**src/rtl/sdram_burst_master_pkg.sv**
```systemverilog
// Shared SDRAM parameters and burst-master state encodings.
package sdram_burst_master_pkg;

    localparam int SDR_ASIZE     = 23;
    localparam int SDR_DSIZE     = 16;
    localparam int SDR_BURST_LEN = 8;

    typedef enum logic [1:0] {
        ST_IDLE,
        ST_ISSUE,
        ST_WAIT,
        ST_RELEASE
    } state_e;

endpackage

```
**src/rtl/sdram_burst_master_line_buf.sv**
```systemverilog
// One-line buffer: synchronous write port, asynchronous read port.
module sdram_line_buf #(
    parameter int DEPTH = 8,
    parameter int W     = 16,
    parameter int AW    = 3
) (
    input  logic          clk_i,
    input  logic          we_i,
    input  logic [AW-1:0] waddr_i,
    input  logic [W-1:0]  wdata_i,
    input  logic [AW-1:0] raddr_i,
    output logic [W-1:0]  rdata_o
);

    logic [W-1:0] mem_q [DEPTH];

    always_ff @(posedge clk_i) begin
        if (we_i) begin
            mem_q[waddr_i] <= wdata_i;
        end
    end

    assign rdata_o = mem_q[raddr_i];

endmodule

```
**src/rtl/sdram_burst_master.sv**
```systemverilog
// Host-side initiator for the SDRAM controller WR/RD/LENGTH/DONE handshake,
// buffering one write line and one read line.
module sdram_burst_master
    import sdram_burst_master_pkg::*;
#(
    parameter int ASIZE     = SDR_ASIZE,
    parameter int DSIZE     = SDR_DSIZE,
    parameter int BURST_LEN = SDR_BURST_LEN,
    parameter int IDXW      = 3,
    parameter int RD_SKEW   = 0,
    parameter int GAP       = 2,
    parameter int TIMEOUT   = 1023
) (
    input  logic               clk_i,
    input  logic               reset_n_i,
    input  logic               cmd_valid_i,
    input  logic               cmd_write_i,
    input  logic [ASIZE-1:0]   cmd_addr_i,
    output logic               cmd_ready_o,
    output logic               cmd_done_o,
    output logic               cmd_err_o,
    input  logic               wb_we_i,
    input  logic [IDXW-1:0]    wb_idx_i,
    input  logic [DSIZE-1:0]   wb_data_i,
    input  logic [DSIZE/8-1:0] wb_dm_i,
    input  logic [IDXW-1:0]    rb_idx_i,
    output logic [DSIZE-1:0]   rb_data_o,
    output logic [ASIZE-1:0]   addr_o,
    output logic               wr_o,
    output logic               rd_o,
    output logic [7:0]         length_o,
    output logic [DSIZE-1:0]   datain_o,
    output logic [DSIZE/8-1:0] dm_o,
    input  logic               act_i,
    input  logic               done_i,
    input  logic               in_req_i,
    input  logic               out_valid_i,
    input  logic [DSIZE-1:0]   dataout_i
);

    localparam int DMW = DSIZE / 8;
    localparam int WDW = $clog2(TIMEOUT + 1);
    localparam int GW  = $clog2(GAP + 1);
    localparam logic [IDXW:0] RLEN = (IDXW + 1)'(BURST_LEN);
    localparam logic [IDXW-1:0] WLAST = IDXW'(BURST_LEN - 1);

    state_e           state_q, state_d;
    logic [ASIZE-1:0] addr_q, addr_d;
    logic             write_q, write_d;
    logic             err_q, err_d;
    logic [IDXW-1:0]  wcnt_q, wcnt_d;
    logic [IDXW:0]    rcnt_q, rcnt_d;
    logic [WDW-1:0]   wdog_q, wdog_d;
    logic [GW-1:0]    gap_q, gap_d;
    logic [DSIZE-1:0] rb_data_q;

    logic             busy, req_lvl, cap;
    logic             wbuf_we, rbuf_we;
    logic [DSIZE-1:0] wb_word;
    logic [DMW-1:0]   wb_mask;
    logic [DSIZE-1:0] rb_word;

    // Controller busy is informational only.
    logic unused_ok;
    assign unused_ok = act_i;

    generate
        if (RD_SKEW == 0) begin : g_noskew
            assign cap = out_valid_i;
        end else begin : g_skew
            logic [RD_SKEW-1:0] skew_q;
            always_ff @(posedge clk_i or negedge reset_n_i) begin
                if (!reset_n_i) skew_q <= '0;
                else            skew_q <= (skew_q << 1) | RD_SKEW'(out_valid_i);
            end
            assign cap = skew_q[RD_SKEW-1];
        end
    endgenerate

    assign busy    = (state_q != ST_IDLE);
    assign req_lvl = (state_q == ST_ISSUE) || (state_q == ST_WAIT);
    assign wbuf_we = wb_we_i && !(busy && write_q);
    assign rbuf_we = busy && !write_q && cap && (rcnt_q < RLEN);

    sdram_line_buf #(.DEPTH(BURST_LEN), .W(DSIZE + DMW), .AW(IDXW)) u_wbuf (
        .clk_i   (clk_i),
        .we_i    (wbuf_we),
        .waddr_i (wb_idx_i),
        .wdata_i ({wb_dm_i, wb_data_i}),
        .raddr_i (wcnt_q),
        .rdata_o ({wb_mask, wb_word})
    );

    sdram_line_buf #(.DEPTH(BURST_LEN), .W(DSIZE), .AW(IDXW)) u_rbuf (
        .clk_i   (clk_i),
        .we_i    (rbuf_we),
        .waddr_i (rcnt_q[IDXW-1:0]),
        .wdata_i (dataout_i),
        .raddr_i (rb_idx_i),
        .rdata_o (rb_word)
    );

    always_ff @(posedge clk_i or negedge reset_n_i) begin
        if (!reset_n_i) begin
            state_q   <= ST_IDLE;
            addr_q    <= '0;
            write_q   <= 1'b0;
            err_q     <= 1'b0;
            wcnt_q    <= '0;
            rcnt_q    <= '0;
            wdog_q    <= '0;
            gap_q     <= '0;
            rb_data_q <= '0;
        end else begin
            state_q   <= state_d;
            addr_q    <= addr_d;
            write_q   <= write_d;
            err_q     <= err_d;
            wcnt_q    <= wcnt_d;
            rcnt_q    <= rcnt_d;
            wdog_q    <= wdog_d;
            gap_q     <= gap_d;
            rb_data_q <= rb_word;
        end
    end

    always_comb begin
        state_d = state_q;
        addr_d  = addr_q;
        write_d = write_q;
        err_d   = err_q;
        wcnt_d  = wcnt_q;
        rcnt_d  = rcnt_q;
        wdog_d  = wdog_q;
        gap_d   = gap_q;

        if (busy && write_q && in_req_i && (wcnt_q != WLAST)) begin
            wcnt_d = wcnt_q + IDXW'(1);
        end
        if (rbuf_we) begin
            rcnt_d = rcnt_q + (IDXW + 1)'(1);
        end

        unique case (state_q)
            ST_IDLE: begin
                if (cmd_valid_i) begin
                    addr_d  = cmd_addr_i;
                    write_d = cmd_write_i;
                    err_d   = 1'b0;
                    wcnt_d  = '0;
                    rcnt_d  = '0;
                    state_d = ST_ISSUE;
                end
            end
            ST_ISSUE: begin
                wdog_d  = '0;
                state_d = ST_WAIT;
            end
            ST_WAIT: begin
                // DONE takes priority over a coincident watchdog expiry.
                if (done_i) begin
                    gap_d   = '0;
                    state_d = ST_RELEASE;
                end else if (wdog_q == WDW'(TIMEOUT - 1)) begin
                    err_d   = 1'b1;
                    gap_d   = '0;
                    state_d = ST_RELEASE;
                end else begin
                    wdog_d = wdog_q + WDW'(1);
                end
            end
            ST_RELEASE: begin
                if (gap_q == GW'(GAP - 1)) state_d = ST_IDLE;
                else                       gap_d   = gap_q + GW'(1);
            end
            default: state_d = ST_IDLE;
        endcase
    end

    assign cmd_ready_o = (state_q == ST_IDLE);
    assign cmd_done_o  = (state_q == ST_RELEASE) && (gap_q == GW'(GAP - 1));
    assign cmd_err_o   = cmd_done_o && err_q;
    assign addr_o      = addr_q;
    assign wr_o        = req_lvl && write_q;
    assign rd_o        = req_lvl && !write_q;
    assign length_o    = 8'(BURST_LEN);
    assign datain_o    = (busy && write_q) ? wb_word : '0;
    assign dm_o        = (busy && write_q) ? wb_mask : '0;
    assign rb_data_o   = rb_data_q;

endmodule
```
**config.mk**
```make
export PLATFORM = sky130hd
export DESIGN_NAME = sdram_burst_master
export DESIGN_NICKNAME = d
export VERILOG_FILES = /design/src/rtl/sdram_burst_master_pkg.sv /design/src/rtl/sdram_burst_master_line_buf.sv /design/src/rtl/sdram_burst_master.sv
export SDC_FILE = /design/constraint.sdc
export NUM_CORES = 1
export LEC_CHECK = 0
export BUFFER_PORTS_ARGS = -buffer_cell sky130_fd_sc_hd__buf_2
export CAP_MARGIN = 20
export CORE_MARGIN = 2
export CORE_UTILIZATION = 44
export DETAILED_ROUTE_END_ITERATION = 12
export PLACE_DENSITY_LB_ADDON = 0.2
export SYNTH_ARGS = -nofsm -noshare
export SYNTH_HDL_FRONTEND = slang
export SYNTH_HIERARCHICAL = 1
export SYNTH_SLANG_ARGS = --single-unit
```
**constraint.sdc**
```tcl
create_clock -name clk_i -period 3.5 [get_ports clk_i]
set_clock_uncertainty 0.1 [all_clocks]
set_input_delay 0.7 -clock clk_i [delete_from_list [all_inputs] [get_ports clk_i]]
set_output_delay 0.7 -clock clk_i [all_outputs]
set_load 0.02 [all_outputs]
```
==> results of run 1 <==
[layout by cell type, fill, tap and decap left out, drive strengths merged, types with 2 or more instances in the layout]
cell type,instances
nor3,7
and2,21
mux2i,9
nand2,17
a2111oi,3
xnor2,2
a41oi,2
nor2b,5
nor2,23
conb,8
xor2,2
and3,2
edfxtp,272
inv,8
bufinv,2
nand2b,7
nand3,6
clkbuf,48
o21ai,4
mux2,59
clkinv,7
ha,10
dfrtp,62
nand4,3
buf,157
mux4,68
[registers in the layout, indices dropped and copies added, names as in the netlist]
signal	count
u_wbuf/mem_q	144
u_rbuf/mem_q	128
addr_o	23
rb_data_o	16
wdog_q	10
rcnt_q	4
wcnt_q	3
gap_q	2
state_q	2
err_q	1
write_q	1
[layer usage]
| metal | GRT usage, % | routed length, um |
|---|---|---|
| met1 | 19.7 | 10300 |
| met2 | 29.4 | 13500 |
| met3 | 3.26 | 1150 |
| met4 | 4.10 | 425 |
| met5 | 0 | 18 |
[report_power, final]
group	switching [mW]	total [mW]	internal, mW
Sequential	0.193	4.91	4.72
Clock	1.39	3.45	2.06
Combinational	1.37	2.47	1.10
[kinds of logic after synthesis]
| group | after synthesis | share of synthesized area (%) |
|---|---|---|
| multiplexers | 136 | 18.9 |
| other | 2 | 0.0562 |
| AO/OA/AOI/OAI | 17 | 1.24 |
| AND/OR/NAND/NOR | 97 | 3.98 |
| adder cells (fa/ha/maj) | 10 | 0.936 |
| buffers and inverters | 40 | 1.93 |
| flip-flops | 334 | 72.7 |
| XOR/XNOR | 4 | 0.262 |
[cell type report]
class / instances / area [um2] / share of cell area, %
clock inverter: 12 / 120 / 0.768
clock buffer: 48 / 955 / 6.10
sequential: 334 / 9720 / 62.1
tap: 390 / 488 / 3.12
timing repair buffer: 157 / 906 / 5.79
multi-input combinational: 272 / 3430 / 22.0
inverter: 5 / 18.8 / 0.120
[worst max-delay path, cell delays in order (launching register included)]
cell     delay [ns]
dfrtp_2        0.37
buf_12         0.26
mux4_1         0.59
mux2_2         0.26
and2_1         0.17
buf_2          0.17
[path summary, 6_finish.rpt]
kind / end / slack (ns) / cells past startpoint
max: datain_o[4] / 0.36 / 5
min: rb_data_o[13]$_DFF_PN0_ / 0.07 / 2
max reg2reg: u_wbuf/mem_q[2][13]$_DFFE_PP_ / 0.86 / 8
min reg2reg: addr_o[1]$_DFFE_PN0P_ / 0.41 / 1
max in group asynchronous: wcnt_q[0]$_DFF_PN0_ / 2.65 / 2
min in group clk_i: addr_o[10]$_DFFE_PN0P_ / 0.33 / 2
[per-stage QoR]
step                cells  worst slack (ns)
floorplan             646             0.358
global placement     1157             0.877
detailed placement   1157             0.854
CTS                  1217             0.317
global route         1218             0.261
finish               1218             0.363
==> out/qor.yml, run 1 <==
run_status:
  outcome: "finished clean"
floorplan:
  die_x_um: 178
  ioPinCount: 142
  fp-row-count: 63
  start_util_pct: 44.9
  die-area_um2: 31800
  coreArea_um2: 29800
  die-height_um: 178
detailed_routing:
  vias: 6449
  vias_per_cell: 5.29
  ant_nets: 0
  drc: 0
  drt_iter0_markers: 346
  dr.pass1.iters: 4
  wl_per_cell_um: 20.9
  routed_wl_um: 25500
hold_path:
  hp-class: "in -> async"
clock_tree:
  post_cts_buffers: 0
  post_cts_resized: 0
  cts_tree: "yes"
  cts.sinks: 334
  insertion_delay_ns: 0.50
  cts-root-buf: "clkbuf_16"
  cts_buffers: 35
  clockBufferDepth: 3
  clk_pin_slew_worst_paths_ns: 0.06
  postCtsHoldBufs: 0
  cts-htree-levels: 2
logic_synthesis:
  synth_top_cell_by_area: "edfxtp_1"
  synth-edff-count: 272
  synth.avg_cell_area_um2: 20.9
  ys_seq_area_share_pct: 72.7
  synth-main-ff-cell: "edfxtp_1"
  syn_inst: 640
  synth.area.top_cells: "edfxtp_1 61%, mux4_1 13%, dfrtp_1 12%"
  yosysMostFrequentCell: "edfxtp_1"
  yosysWarnings: 6
  syn_area_um2: 13400
  async_flop_share_pct: 18.6
  ys_types: 49
  synth_top_area_share_pct: 61.1
  synth_common_cells: "272 x edfxtp_1, 64 x mux4_1, 62 x dfrtp_1"
  synth-seq-cells: 334
final_layout:
  area_growth_syn_to_layout_pct: 17.0
  fin_nets: 887
  nFillCells: 2379
  layout-drive-gt1-share_pct: 34.1
  n_antenna_cell: 0
  fin_area_um2: 15600
  fin_util_pct: 52.5
worst_setup_path:
  crit_required_ns: 2.70
  path_class: "reg -> out"
  crit_start: "wcnt_q[0]$_DFF_PN0_"
  r2r_start: "state_q[0]$_DFFE_PN0P_"
  worstPathMaxFanout: 38
  start_kind: "flop"
  end_kind: "output port"
  worstPathArrival_ns: 2.34
timing:
  drv_slew: 0
  timing.final.crit_share_pct: 89.6
  rsz0062_at_grt: "no"
  min_period_ns: 3.14
  clock.fmax_mhz: 319
  setup_viol_count_final: 0
  hold_viol: 0
  setup_tns_ns: 0
  whs_ns: 0.0724
  tightest_slew_ns: 0.763
  slew_headroom_pct: 49.2
power:
  p_leak_nw: 5.75
  powerDensity_nw_per_um2: 692
  irDropWorstVdd_uv: 407
  total_power_mw: 10.8
global_routing:
  grt_pass1_wl_um: 38100
  grt_pass1_vias: 6773
  grt_overflow: 0
  grt_max_degree: 48
  track_usage_pct: 16.2
  antenna_found_initial: 2
flow_run:
  drv_cap: 0
placement:
  numPortBuffers: 132
  dp_hpwl_um: 15000
  placed_area_um2: 14500
  gp_congestion: 0.778
Power figures use the tool's default switching activity.
==> run 2, diff against run 1 <==
Settings changed: ABC_AREA from default to 1.
==> run 2 against run 1 <==
Compared with the run above: synthesized cell count up 140%; sequential share of layout area down 5.9 points; hold slack better by 0.13 ns; worst setup slack better by 0.036 ns; fmax up 1.2%; cell area up 10%; combinational power up 26%; clock power up 17%; die area up 12%; register-to-register slack better by 0.19 ns; critical path type unchanged; critical path depth up 2; sequential power about the same.
==> out/qor.yml, run 2 <==
run_status:
  outcome: "finished clean"  # unchanged
clock_tree:
  insertion_delay_ns: 0.51  # was 0.50 ns
  clk_pin_slew_worst_paths_ns: 0.06  # about the same
  post_cts_resized: 0  # unchanged
  cts_buffers: 36  # was 35
  cts.sinks: 334  # unchanged
  clockBufferDepth: 3  # unchanged
  post_cts_buffers: 0  # unchanged
  cts_tree: "yes"  # unchanged
  cts-htree-levels: 2  # unchanged
  cts-root-buf: "clkbuf_16"  # unchanged
  postCtsHoldBufs: 0  # unchanged
detailed_routing:
  routed_wl_um: 31400  # was 25500 um
  top_layer_used: "met5"  # unchanged
  drc: 0  # unchanged
  vias_per_cell: 4.58  # was 5.29
  met1Wirelength_um: 13400  # was 10300 um
  dr.pass1.iters: 5  # was 4
  met3_wirelength_um: 1540  # was 1150 um
  dr_wl_met2_um: 15800  # was 13500 um
  vias: 9993  # was 6449
  wl_per_cell_um: 14.4  # was 20.9 um
  drt_iter0_markers: 527  # was 346
  ant_nets: 0  # unchanged
logic_synthesis:
  synth-main-ff-cell: "edfxtp_1"  # unchanged
  yosysWarnings: 6  # unchanged
  synth_common_cells: "576 x nand2_1, 285 x inv_1, 272 x edfxtp_1"  # was 272 x edfxtp_1, 64 x mux4_1, 62 x dfrtp_1
  synth.avg_cell_area_um2: 9.56  # was 20.9 um2
  syn_inst: 1566  # was 640
  synth_top_area_share_pct: 54.6  # was 61.1%
  async_flop_share_pct: 18.6  # unchanged
  ys_types: 32  # was 49
  synth_top_cell_by_area: "edfxtp_1"  # unchanged
  syn_area_um2: 15000  # was 13400 um2
  synth-edff-count: 272  # unchanged
  synth.area.top_cells: "edfxtp_1 55%, nand2_1 14%, dfrtp_1 10%"  # was edfxtp_1 61%, mux4_1 13%, dfrtp_1 12%
  yosysMostFrequentCell: "nand2_1"  # was edfxtp_1
  ys_seq_area_share_pct: 64.9  # was 72.7%
  synth-seq-cells: 334  # unchanged
flow_run:
  drv_cap: 0  # unchanged
final_layout:
  seq_area_um2: 9720  # unchanged
  nFillCells: 3041  # was 2379
  regMostFlops: "u_wbuf/mem_q"  # unchanged
  layout-drive-gt1-share_pct: 16.2  # was 34.1%
  fin_nets: 1788  # was 887
  layout_common_cells: "576 x nand2_1, 285 x inv_1, 272 x edfxtp_1"  # was 272 x edfxtp_1, 132 x buf_2, 64 x mux4_1
  area_growth_syn_to_layout_pct: 15.5  # was 17.0%
  multi_input_area_um2: 3560  # was 3430 um2
  mostFrequentLayoutCell: "nand2_1"  # was edfxtp_1
  largest_register_ff_count: 144  # unchanged
floorplan:
  fp-row-count: 67  # was 63
  die-height_um: 188  # was 178 um
  die-area_um2: 35500  # was 31800 um2
  start_util_pct: 44.6  # was 44.9%
  ioPinCount: 142  # unchanged
  coreArea_um2: 33500  # was 29800 um2
  die_x_um: 188  # was 178 um
global_routing:
  grt_pass1_wl_um: 50000  # was 38100 um
  track_usage_pct: 18.0  # was 16.2%
  antenna_found_initial: 2  # unchanged
  grt_overflow: 0  # unchanged
  grt_max_degree: 75  # was 48
  grt_pass1_vias: 9626  # was 6773
power:
  irDropWorstVdd_uv: 537  # was 407 uV
  powerDensity_nw_per_um2: 697  # was 692 nW/um2
  p_leak_nw: 8.28  # was 5.75 nW
worst_setup_path:
  path_cells: "inv_1 > ha_1 > nor2_1 > clkinv_1 > buf_4 > nor2_1 > buf_2"  # was buf_12 > mux4_1 > mux2_2 > and2_1 > buf_2
  worstPathArrival_ns: 2.30  # was 2.34 ns
  path_class: "reg -> out"  # unchanged
  crit_required_ns: 2.70  # about the same
  start_kind: "flop"  # unchanged
  end_kind: "output port"  # unchanged
  reg2reg_depth: 8  # unchanged
  cp_slowest_stage_delay_ns: 0.40  # was 0.59 ns
  worstPathMaxFanout: 18  # was 38
  cpMostUsedCell: "nor2_1"
  slowest_stage: "dfrtp_1"  # was mux4_1
timing:
  whs_ns: 0.204  # was 0.0724 ns
  slew_headroom_pct: 41.9  # was 49.2%
  drv_slew: 0  # unchanged
  rsz0062_at_grt: "no"  # unchanged
  setup_viol_count_final: 0  # unchanged
  timing.final.crit_share_pct: 88.6  # was 89.6%
  hold_viol: 0  # unchanged
  tightest_slew_ns: 0.871  # was 0.763 ns
  setup_tns_ns: 0  # unchanged
  clock.fmax_mhz: 322  # was 319 MHz
  min_period_ns: 3.10  # was 3.14 ns
placement:
  gp_congestion: 0.772  # was 0.778
  numPortBuffers: 132  # unchanged
  dp_hpwl_um: 17700  # was 15000 um
hold_path:
  hp-class: "in -> async"  # unchanged
[run 2: final timing paths]
path | startpoint | endpoint | slack (ns)
worst max-delay path | state_q[0]$_DFFE_PN0P_ | datain_o[14] | 0.40
worst min-delay path | reset_n_i | addr_o[1]$_DFFE_PN0P_ | 0.20
worst max register to register | state_q[0]$_DFFE_PN0P_ | u_rbuf/mem_q[5][8]$_DFFE_PP_ | 1.05
worst min register to register | addr_o[7]$_DFFE_PN0P_ | addr_o[7]$_DFFE_PN0P_ | 0.37
max in group asynchronous | reset_n_i | wcnt_q[0]$_DFF_PN0_ | 2.50
min in group clk_i | cmd_addr_i[17] | addr_o[17]$_DFFE_PN0P_ | 0.28
[run 2: kinds of logic (layout without fill, tap and decap cells)]
kind of cell / after synthesis / after routing / synth area share [%]
flops: 334 / 334 / 64.9
other cells: 2 / 9 / 0.0502
buf+inv: 398 / 560 / 11.6
compound gates: 21 / 21 / 0.794
fa+ha+maj: 10 / 10 / 0.836
xor+xnor: 1 / 1 / 0.0585
simple gates: 800 / 800 / 21.7
[run 2: layer usage]
| layer | GRT usage, % | vias up |
|---|---|---|
| li1 | - | 5084 |
| met1 | 22.5 | 4648 |
| met2 | 32.4 | 204 |
| met3 | 3.05 | 53 |
| met4 | 4.69 | 4 |
| met5 | 0 | - |
[run 2: critical path: cells and delay by family (launching register included)]
kind          cells  cell delay, ns
buf+inv           4            0.62
simple gates      2            0.52
flops             1            0.40
fa+ha+maj         1            0.25
[run 2: cell type report]
type / count / share of cell area, %
multi-input cells: 840 / 20.6
diodes: 1 / 0.0145
well taps: 448 / 3.24
repair buffers: 160 / 5.20
flip-flops and latches: 334 / 56.2
clock buffers: 47 / 5.75
clock inverters: 19 / 1.66
inverters: 334 / 7.31
[run 2: power breakdown]
part	leakage, nW	total [mW]	switching, mW	internal [mW]
logic	4.42	3.11	2.18	0.929
clock network	0.619	4.04	1.51	2.53
registers	3.24	4.91	0.184	4.72
[run 2: stage by stage]
| stage | cell area, um2 | total power [mW] | utilization, % | instances | worst slack, ns |
|---|---|---|---|---|---|
| global route | 17300 | 12.8 | 51.5 | 2182 | 0.218 |
| detailed placement | 16000 | 8.12 | 47.7 | 2116 | 0.921 |
| finish | 17300 | 12.1 | 51.5 | 2183 | 0.399 |
| CTS | 17300 | 12.2 | 51.5 | 2182 | 0.370 |
| global placement | 16000 | 8.07 | 47.7 | 2115 | 0.903 |
| floorplan | 15000 | 7.30 | - | 1572 | 1.03 |
